===== config.mk =====
export PLATFORM = sky130hd
export DESIGN_NAME = mem_access_unit
export DESIGN_NICKNAME = d
export VERILOG_FILES = /design/src/rtl/mem_access_unit.sv
export SDC_FILE = /design/constraint.sdc
export NUM_CORES = 1
export LEC_CHECK = 0
export CAP_MARGIN = 0
export CORE_MARGIN = 3
export CORE_UTILIZATION = 46
export DETAILED_ROUTE_END_ITERATION = 6
export PLACE_DENSITY = 0.81
export SYNTH_ARGS = -nofsm -noshare
export SYNTH_HDL_FRONTEND = slang
export SYNTH_SLANG_ARGS = --single-unit

===== constraint.sdc =====
create_clock -name clk -period 4.89 [get_ports clk]
set_input_delay 1.467 -clock clk [delete_from_list [all_inputs] [get_ports clk]]
set_output_delay 1.467 -clock clk [all_outputs]
set_load 0.005 [all_outputs]

===== src/rtl/mem_access_unit.sv =====
// RISC-V MEM-stage load/store unit. Loads and SW complete in one cycle, and a load result is registered for the next cycle.
// SB/SH use read-modify-write and stall upstream for one cycle; misaligned or illegal requests pulse fault with no memory strobe.
module mem_access_unit #(
  parameter bit RMW_EN = 1'b1
) (
  input  logic        clk,
  input  logic        rst_n,
  input  logic        req_valid,
  input  logic        req_read,
  input  logic        req_write,
  input  logic [2:0]  funct3,
  input  logic [31:0] addr,
  input  logic [31:0] wdata,
  output logic        stall,
  output logic [31:0] load_data,
  output logic        load_valid,
  output logic        fault,
  output logic [31:0] mem_addr,
  output logic        mem_MemRead,
  output logic        mem_MemWrite,
  output logic [31:0] mem_wdata,
  input  logic [31:0] mem_rdata
);

  localparam logic [0:0] IDLE   = 1'b0;
  localparam logic [0:0] RMW_WR = 1'b1;

  logic [0:0]  state;
  logic [31:0] merge_q;
  logic [31:0] addr_q;

  logic        is_load, is_store, both_set, f3_ok, misal, ok, in_idle;
  logic        go_load, go_sw, go_rmw, go_fault;
  logic [7:0]  lane_b;
  logic [15:0] lane_h;
  logic [31:0] ext_data, merged;

  always_comb begin
    in_idle  = (state == IDLE);
    is_load  = req_valid && req_read && !req_write;
    is_store = req_valid && req_write && !req_read;
    both_set = req_valid && req_read && req_write;
    f3_ok    = 1'b0;
    if (is_load)
      f3_ok = funct3 inside {3'b000, 3'b001, 3'b010, 3'b100, 3'b101};
    if (is_store)
      f3_ok = (funct3 == 3'b010) || (RMW_EN && (funct3 == 3'b000 || funct3 == 3'b001));
    misal    = ((funct3[1:0] == 2'b01) && addr[0]) ||
               ((funct3[1:0] == 2'b10) && (addr[1:0] != 2'b00));
    ok       = f3_ok && !misal;
    go_load  = in_idle && is_load && ok;
    go_sw    = in_idle && is_store && ok && (funct3 == 3'b010);
    go_rmw   = in_idle && is_store && ok && (funct3 != 3'b010);
    go_fault = in_idle && (both_set || ((is_load || is_store) && !ok));
  end

  always_comb begin
    lane_b = mem_rdata[{addr[1:0], 3'b000} +: 8];
    lane_h = addr[1] ? mem_rdata[31:16] : mem_rdata[15:0];
    case (funct3)
      3'b000:  ext_data = {{24{lane_b[7]}}, lane_b};
      3'b100:  ext_data = {24'h0, lane_b};
      3'b001:  ext_data = {{16{lane_h[15]}}, lane_h};
      3'b101:  ext_data = {16'h0, lane_h};
      default: ext_data = mem_rdata;
    endcase
    merged = mem_rdata;
    if (funct3[0])
      merged[{addr[1], 4'b0000} +: 16] = wdata[15:0];
    else
      merged[{addr[1:0], 3'b000} +: 8] = wdata[7:0];
  end

  // Combinational outputs are gated by rst_n so reset silences the memory port at once.
  always_comb begin
    stall        = rst_n && go_rmw;
    mem_MemRead  = rst_n && (go_load || go_rmw);
    mem_MemWrite = rst_n && (go_sw || (state == RMW_WR));
    mem_addr     = 32'h0;
    mem_wdata    = 32'h0;
    if (rst_n) begin
      mem_addr  = (state == RMW_WR) ? addr_q : {2'b00, addr[31:2]};
      if (state == RMW_WR)
        mem_wdata = merge_q;
      else if (go_sw)
        mem_wdata = wdata;
    end
  end

  always_ff @(posedge clk or negedge rst_n) begin
    if (!rst_n) begin
      state      <= IDLE;
      merge_q    <= 32'h0;
      addr_q     <= 32'h0;
      load_data  <= 32'h0;
      load_valid <= 1'b0;
      fault      <= 1'b0;
    end else begin
      load_valid <= go_load;
      fault      <= go_fault;
      if (go_load)
        load_data <= ext_data;
      case (state)
        IDLE: begin
          if (go_rmw) begin
            merge_q <= merged;
            addr_q  <= {2'b00, addr[31:2]};
            state   <= RMW_WR;
          end
        end
        default: state <= IDLE;
      endcase
    end
  end

endmodule


==> impl_results.md <==
* Post-synth top area share at between 40% and 50%
* IO Count at between 200 and 250
* Routability congestion estimate at 0.8950
* PD cells at ~300 mW/mm2
* Dpl cells at about 1000
* Total power at between 2 and 3 mW
* Chip width at approximately 120 um
* Via density at just under 6
* Site Rows at a little over 40
* Final hold violations at 0
* Htree depth at 3
* Hold-fix buffers at CTS at 0
* Synth async-reset ratio at between 90% and 100%
* Placed cell areas at 0.008119 mm2
* Final Max Tran Viols at 0
* Area fraction in compound gates after synthesis at 23.14%
* CTS Sinks at 97
* Worst Tran Pin Value at around 1.2 ns
* Fin cells at ~1000
* CP max FO at 12
* Max Cap Viol at 0
* Most numerous cell in the Yosys netlist: nand2_1
* Status: complete, no violations
* Max clock buf depth at 2
* Initial core utilization at 47.36%
* Dominant cell type by area after synthesis: dfrtp_1
* Initial antenna violation count at 1
* Port bufs at about 200
* Initial DRC Count at around 400
* CTS tree: done
* Wire length per cell at roughly 20 um
* Post-Synth Adder-Cell Area at between 1 and 1.5%
* DRT Wirelength at between 20 and 25 mm
* Largest net degree at the start of global routing at just under 80
* Unique cell type count in the Yosys netlist at 49
* Fin Clk Skew at between 0.004 and 0.005 ns
* Total Routing Usage GR at 28.33%
* Sequential area share after synthesis at 40.45%
* Max-slew headroom at between 20% and 30%
* Crit path required time at 3.42 ns
* Post-synth top flop: dfrtp_1
* Root buffer cell: clkbuf_16
* Dpl ws at -0.2142 ns
* Nets at 970
* Area grow syn2layout at 41.76%
* DR pass1 iterations at 5
* Die Footprint at approximately 0.014 mm2
* Main combinational cell family by area after synthesis: compound AO/OA/AOI/OAI gates
* Vias in the first global route at about 6000
* Clk_lat worst skew at ~0.35 ns
* Hold Path Class: register to register
* GR Overflow Total at 0
* Xor and xnor area share after synthesis at 0%
* Cells after synthesis at around 670
* Design Area, Final at 0.008507 mm2
* Yosys reg bits at 97
* Clock transition at the registers of the reported paths at about 0.060 ns
* Synth Area in Simple Gates at between 10% and 20%
* Avg Cell Area, Syn at between 8 and 9 um2
* DRT antenna net count at 0
* Synth Cell Area at 0.006001 mm2
* TritonCTS Buffers at 9
* Crit path arrival time at between 3 and 4 ns
* EDFF count, synth at 0
* Peak Freq at roughly 0.21 GHz
* Routed vias at roughly 6100
* Share of layout cells above drive strength 1 at slightly below 8%
* HPWL after DPL at approximately 14 mm
* RSZ-0062 raised after global routing: no
* Minimum clock period at between 4 and 5 ns
* Worst hold slack at approximately 0.48 ns
* Final Cycle Share at 98.90%
* Top cells by area, synth: dfrtp_1 40%, mux2i_1 11%, nand2_1 9.7%, a22o_1 7.3%, a21oi_1 3.5%
* Final Setup Violations at 0
* CP Capture Type: output port
* Core ar. at ~0.013 mm2
* Commonest cells post-synth: 155 x nand2_1, 97 x dfrtp_1, 65 x mux2i_1, 53 x nor2_1, 50 x a22o_1
* First-pass GRT wire length at between 30 and 40 mm
* DRC at 0
* Final worst setup slack at 0.05401 ns
* Kind of critical path: input pin to output port
* CP Launch Type: input pin
* Leak Pwr at a little under 4 nW
* Post-synthesis mux area share at around 11%
* YS warnings at 0
* DIE HEIGHT at 120.2 um
* Max VDD drop at slightly above 200 uV
## through the flow
step	setup TNS, ns	util (%)
detailed placement	-6.047	64.08
CTS	0	67.10
floorplan	0	-
global route	0	67.14
finish	0	67.14
global placement	-3.568	64.08
## cell type report
class	instances	area (um2)
antenna	1	2.502
clock buffer	9	225.2
clock inverter	7	93.84
fill	1031	4164
inverter	10	40.04
multi-input combinational	508	3242
sequential	97	2429
tap	172	215.2
timing repair buffer	235	2260
## metal layers
| layer | GRT usage, % | vias up | part of all wire (%) |
|---|---|---|---|
| met5 | 0 | - | 0 |
| met4 | 12.61 | 0 | 3.4 |
| met3 | 6.080 | 59 | 8.7 |
| met2 | 44.64 | 297 | 47 |
| met1 | 37.74 | 2984 | 41 |
| li1 | - | 2800 | - |
## critical path, cell delays in order
cell             delay (ns)
clkdlybuf4s50_1        0.47
and4bb_2               0.35
nand3_2                0.12
nor3_4                 0.17
buf_6                  0.15
buf_16                 0.13
buf_4                  0.13
a22o_1                 0.14
dlygate4sd2_1          0.24
## final timing paths
check | from | to | slack (ns) | cells past startpoint
max in group asynchronous | rst_n | state | 2.48 | 3
min in group asynchronous | rst_n | addr_q[29] | 1.12 | 2
setup / recovery | req_read | mem_wdata[25] | 0.05 | 9
hold / removal | addr_q[13] | addr_q[13] | 0.48 | 2
setup reg to reg | state | merge_q[22] | 2.52 | 8
hold reg to reg | addr_q[13] | addr_q[13] | 0.48 | 2
## cells in the final DEF, fill, tap and decap left out, types with 10 or more instances in the layout
master	synthesis	routed
mux2i_1	65	65
dlygate4sd2_1	0	32
or3_1	10	10
o21ai_0	12	12
nand2_1	155	155
clkdlybuf4s50_1	0	166
dfrtp_1	97	96
a221oi_1	15	15
a22o_1	50	50
buf_4	11	30
o21ai_1	13	12
a221o_1	17	17
a21oi_1	42	41
nor2_1	53	53
## sequential cells by signal (all words and copies together) (netlist names)
name        count
addr_q         30
state           1
load_data      32
fault           1
load_valid      1
merge_q        32
## power breakdown
part	leakage, nW	total [mW]	switching (mW)	internal [mW]
clock	0.152	0.776	0.327	0.448
combinational	2.53	0.659	0.286	0.373
sequential	1.20	1.10	0.116	0.984
total	3.89	2.54	0.730	1.81
## logic make-up (layout without fill, tap and decap cells)
| group | count (synthesis) | in the layout |
|---|---|---|
| buf+inv | 69 | 261 |
| other cells | 1 | 3 |
| flops | 97 | 97 |
| simple gates | 246 | 246 |
| mux | 66 | 66 |
| compound gates | 188 | 188 |
| fa+ha+maj | 6 | 6 |
## what timing repair did
action                                  4_1_cts  5_1_grt
setup buffers                                 7        0
endpoints found under the setup margin       33       10
gates cloned                                  1        0
endpoints found under the hold margin         0        0
pin swaps                                     3        3
resized for setup                            40        1
Note: power is estimated with default switching activity, not from simulation.
==> RTL change 1 (same flow settings) <==
Remove the register `fault`: a continuous assignment takes its place, so the output `fault` follows one clock earlier. Comments in the files are not updated.
--- a/src/rtl/mem_access_unit.sv
+++ b/src/rtl/mem_access_unit.sv
@@ -95,8 +95,6 @@
       load_data  <= 32'h0;
       load_valid <= 1'b0;
-      fault      <= 1'b0;
     end else begin
       load_valid <= go_load;
-      fault      <= go_fault;
       if (go_load)
         load_data <= ext_data;
@@ -114,4 +112,6 @@
   end
 
+  assign fault = go_fault;
+
 endmodule
 
Function: changed (Yosys sat finds a counterexample within 4 cycles, from zero or initial values and one cycle with rst_n low).
==> RTL change 1 against the unedited design <==
  * Routed wire length down 1.3%
  * Final area up 0.37%
  * Worst setup slack worse by 28 ps
  * Power about the same
  * Sequential share of layout area down 0.40 points
  * Synthesized area down 0.42%
  * Sequential cell count down 1
  * Critical endpoint is now mem_wdata[9]
  * Largest power group unchanged
  * Highest routed layer unchanged
==> RTL change 1: results (changes against the unedited design) <==
| Metric | Value |
|---|---|
| Slowest cell on the critical path | sky130_fd_sc_hd__clkdlybuf4s50_1 |
| DR WL met3 | 1780 um (-2.0%) |
| First-pass GRT wire length | 32960 um (+2.1%) |
| Actual transition at the worst max-transition pin | 1193 ps (+27.97 ps) |
| Number of diodes | 0 (-1) |
| Pleak | 3.880 nW (-0.17%) |
| Worst clock skew on the final layout | 5.803 ps (+0.8091 ps) |
| Worst setup path endpoint | mem_wdata[9] |
| Post-synth top cells | sky130_fd_sc_hd__nand2_1 (155), sky130_fd_sc_hd__dfrtp_1 (96), sky130_fd_sc_hd__mux2i_1 (65) |
| Number of DRC markers in iteration 0 | 473 (+17%) |
| Root cell of the clock tree | sky130_fd_sc_hd__clkbuf_16 |
| Crit path arrival time | 3400 ps (+30 ps) |
| Maximum fanout count along the critical path | 16 (+4) |
| Status | finished, final reports clean |
| Worst-case clock buffer depth | 2 (unchanged) |
| Leading post-synthesis cells by cell area | sky130_fd_sc_hd__dfrtp_1 (40%), sky130_fd_sc_hd__mux2i_1 (11%), sky130_fd_sc_hd__nand2_1 (9.7%), sky130_fd_sc_hd__a22o_1 (7.3%), sky130_fd_sc_hd__a21oi_1 (3.5%) |
| Global-route total usage across every layer | 28.71% (+0.38 points) |
| Worst min path class | flop to flop |
| Worst setup slack for register-to-register paths | 2670 ps (+150 ps) |
| Maximum cell stage delay along the critical path | 510 ps (+40 ps) |
| Met2 wire len | 9760 um (-0.32%) |
| Number of global-route vias before repair | 5934 (-1.3%) |
| Placed wire-length estimate after detailed placement | 14300 um (-0.31%) |
| Worst-case vdd ir drop | 226.1 uV (+11%) |
| Final GP Congestion | 0.9229 (+3.1%) |
| Fraction of final layout cells with drive strength greater than 1 | 7.523% (-0.33 points) |
| Fillers | 1006 (-2.4%) |
| Dpl cell area | 8087 sq um (-0.40%) |
| Post-Place Setup Slack | -240.0 ps (-25.81 ps) |
| Net switching component of the power | 0.0007102 W (-2.7%) |
| Launch instance of the worst min-delay path | addr_q[15] |
| Total length of routed wires | 20500 um (-1.3%) |
| Critical R2R Capture | merge_q[22] |
| Initial antenna violation count | 0 (-1) |
| Post-synthesis sequential area ratio | 40.20% (-0.25 points) |
| Highest clock rate | 0.2056 GHz (-0.58%) |
| Final-stage net count | 968 (-0.21%) |
## RTL change 1: changes by cell type after synthesis, sizes merged
cell / change
dfrtp: -1
## RTL change 1: through the flow
stage | instances | hold slack [ps]
5_1_grt | 1036 | 503.4
3_3_place_gp | 1012 | 457.9
6_report | 1036 | 477.4
2_1_floorplan | 673 | 445.4
4_1_cts | 1036 | 480.7
3_5_place_dp | 1012 | 464.2
## RTL change 1: cells by family (layout without fill, tap and decap cells)
family                     after synthesis  in the layout  synth area share (%)
AOI/OAI and AO/OA                      188            188                 23.24
adders and majority gates                6              6                 1.214
buffers and inverters                   69            260                 5.884
DFF                                     96             96                 40.20
muxes                                   66             66                 11.26
other                                    1              2               0.06275
and+or+nand+nor                        246            246                 18.13
## RTL change 1: layout make-up
cell class	count	area [sq um]	share of cell area [%]
multi-input cells	508	3249	38.06
flip-flops and latches	96	2404	28.15
repair buffers	234	2297	26.90
clock buffers	12	256.5	3.004
well taps	172	215.2	2.521
clock inverters	4	76.32	0.8939
inverters	10	40.04	0.4689
## RTL change 1: power groups by stage
stage	registers [W]	logic (W)	clock network [W]
after floorplan	0.00107	0.000284	0
after global placement	0.00109	0.000632	0
after detailed placement	0.00110	0.000652	0
after CTS	0.00109	0.000658	0.000799
after global routing	0.00111	0.000721	0.000837
final	0.00109	0.000658	0.000788
## RTL change 1: what timing repair did
item / in CTS / in global routing
buffers inserted: 6 / 1
gates cloned: 2 / 0
pin swaps: 2 / 1
gates resized for setup: 32 / 7
endpoints found under the setup margin: 34 / 14
## RTL change 1: per-layer routing
metal	vias up	GRT usage, %
met2	320	45.66
li1	2803	-
met3	45	5.090
met1	2943	39.67
met5	-	0
met4	0	9.878
==> RTL change 2 (same settings) <==
Made on the original files. Set the parameter `RMW_EN` to 1'b0 (it was 1'b1).
--- a/src/rtl/mem_access_unit.sv
+++ b/src/rtl/mem_access_unit.sv
@@ -2,5 +2,5 @@
 // SB/SH use read-modify-write and stall upstream for one cycle; misaligned or illegal requests pulse fault with no memory strobe.
 module mem_access_unit #(
-  parameter bit RMW_EN = 1'b1
+  parameter bit RMW_EN = 1'b0
 ) (
   input  logic        clk,
Function: changed (Yosys sat finds a counterexample within 4 cycles, from zero or initial values and one cycle with rst_n low).
==> RTL change 2 against the unedited design <==
  * Fmax increased by 0.39%
  * Routed wire length fell by 36%
  * Synthesized area is 19% lower
  * Power is 24% lower
  * Sequential cell count unchanged
  * Count of clock-buffer cells in the layout unchanged
  * Final area decreased by 16%
  * Worst setup slack better by 19 ps
  * Critical endpoint is now mem_wdata[7]
  * Highest routed layer unchanged
==> RTL change 2: results (changes against the unedited design) <==
| Metric | Value |
|---|---|
| Wire length the detailed router placed on met1 | 5702 um (-33%) |
| Final-stage net count | 733 (-24%) |
| Tightest hold margin | 381.0 ps (-94.40 ps) |
| Area of the multi-input gates | 2052 sq um (-37%) |
| Flip-flop and latch area | 2429 sq um (unchanged) |
| Initial antenna violation count | 0 (-1) |
| Proportion of cell area spent on the clock network | 2.802% (-0.95 points) |
| Fraction of final layout cells with drive strength greater than 1 | 13.11% (+5.3 points) |
| Share of final layout cell area taken by non-clock buffers | 31.90% (+5.3 points) |
| Largest net degree at the start of global routing | 55 (-30%) |
| Number of diodes | 0 (-1) |
| Arithmetic-cell share of the synthesized area counting full adders, half adders and majority gates | 0.2566% (-0.95 points) |
| Fillers | 769 (-25%) |
| Actual transition at the worst max-transition pin | 813.1 ps (-352.2 ps) |
| First-pass GRT wire length | 20870 um (-35%) |
| Status | finished, final reports clean |
| Met2 wire len | 6303 um (-36%) |
| Met2 Usage GRT | 34.74% (-9.9 points) |
| Dpl cell area | 6824 sq um (-16%) |
| Post-Synthesis Cells | 489 (-27%) |
| Maximum cell stage delay along the critical path | 500 ps (+30 ps) |
| Number of signal-net inverters in the final layout | 5 (-5) |
| Distinct cell type count after synthesis | 42 (-14%) |
| Placed wire-length estimate after detailed placement | 10040 um (-30%) |
| DR WL met3 | 918 um (-49%) |
| Global-route total usage across every layer | 23.00% (-5.3 points) |
| Total instance count after detailed placement | 748 (-26%) |
| Worst-case vdd ir drop | 174.6 uV (-14%) |
| Crit path arrival time | 3350 ps (-20 ps) |
| Maximum fanout count along the critical path | 17 (+5) |
| Met1 usage | 30.83% (-6.9 points) |
| Number of DRC markers in iteration 0 | 197 (-51%) |
| WL per Instance | 17.47 um (-13%) |
| Worst clock skew on the final layout | 8.465 ps (+3.471 ps) |
| Root cell of the clock tree | sky130_fd_sc_hd__clkbuf_8 |
| Worst setup slack for register-to-register paths | 2900 ps (+380 ps) |
| Final GP Congestion | 0.9554 (+6.7%) |
| Post-cts sizing count | 7 (-83%) |
| Worst skew pair latency | 370 ps (+20 ps) |
| Port Buffers | 201 (-0.50%) |
| Clock slew at reported path FFs | 90 ps (+30 ps) |
| Mux share of post-synthesis cell area | 10.11% (-1.1 points) |
| Met3 layer usage reported by global route | 5.269% (-0.81 points) |
| Post-Place Setup Slack | -63.09 ps (+151.1 ps) |
| Total setup buffers inserted after CTS | 0 (-7) |
| Compound-Gate Fraction of Synth Area | 14.91% (-8.2 points) |
| Pleak | 3.402 nW (-12%) |
| Post-route cell area | 7146 sq um (-16%) |
| Non-clock buffer total of the final layout | 223 (-5.1%) |
| Post-layout util | 71.14% (+4.0 points) |
| Post-synth top cells | sky130_fd_sc_hd__dfrtp_1 (97), sky130_fd_sc_hd__clkbuf_1 (76), sky130_fd_sc_hd__nor2b_1 (63) |
| Highest clock rate | 0.2076 GHz (+0.39%) |
RTL change 2: cell count changes after synthesis, sizes merged, moves of 27 or more:
cell,delta
nor2b,+60
clkbuf,+55
nor2,-28
mux2i,-27
nand2,-121
a22oi,+32
a22o,-50
RTL change 2: path summary, 6_finish.rpt:
kind / startpoint / to / cells past startpoint
worst max-delay path: addr[0] / mem_wdata[7] / 8
min in group asynchronous: rst_n / load_data[2] / 1
worst min-delay path: addr_q[1] / addr_q[1] / 0
max in group asynchronous: rst_n / addr_q[1] / 3
worst max register to register: state / load_data[19] / 5
worst min register to register: addr_q[1] / addr_q[1] / 0
RTL change 2: power by group:
group	internal (W)	switching (W)
Combinational	0.000297	0.000183
Clock	0.000240	0.000292
Sequential	0.000872	0.0000435
RTL change 2: kinds of logic after synthesis:
family	after synthesis
adders and majority gates	1
and+or+nand+nor	140
other	1
DFF	97
muxes	47
AOI/OAI and AO/OA	100
buffers and inverters	103
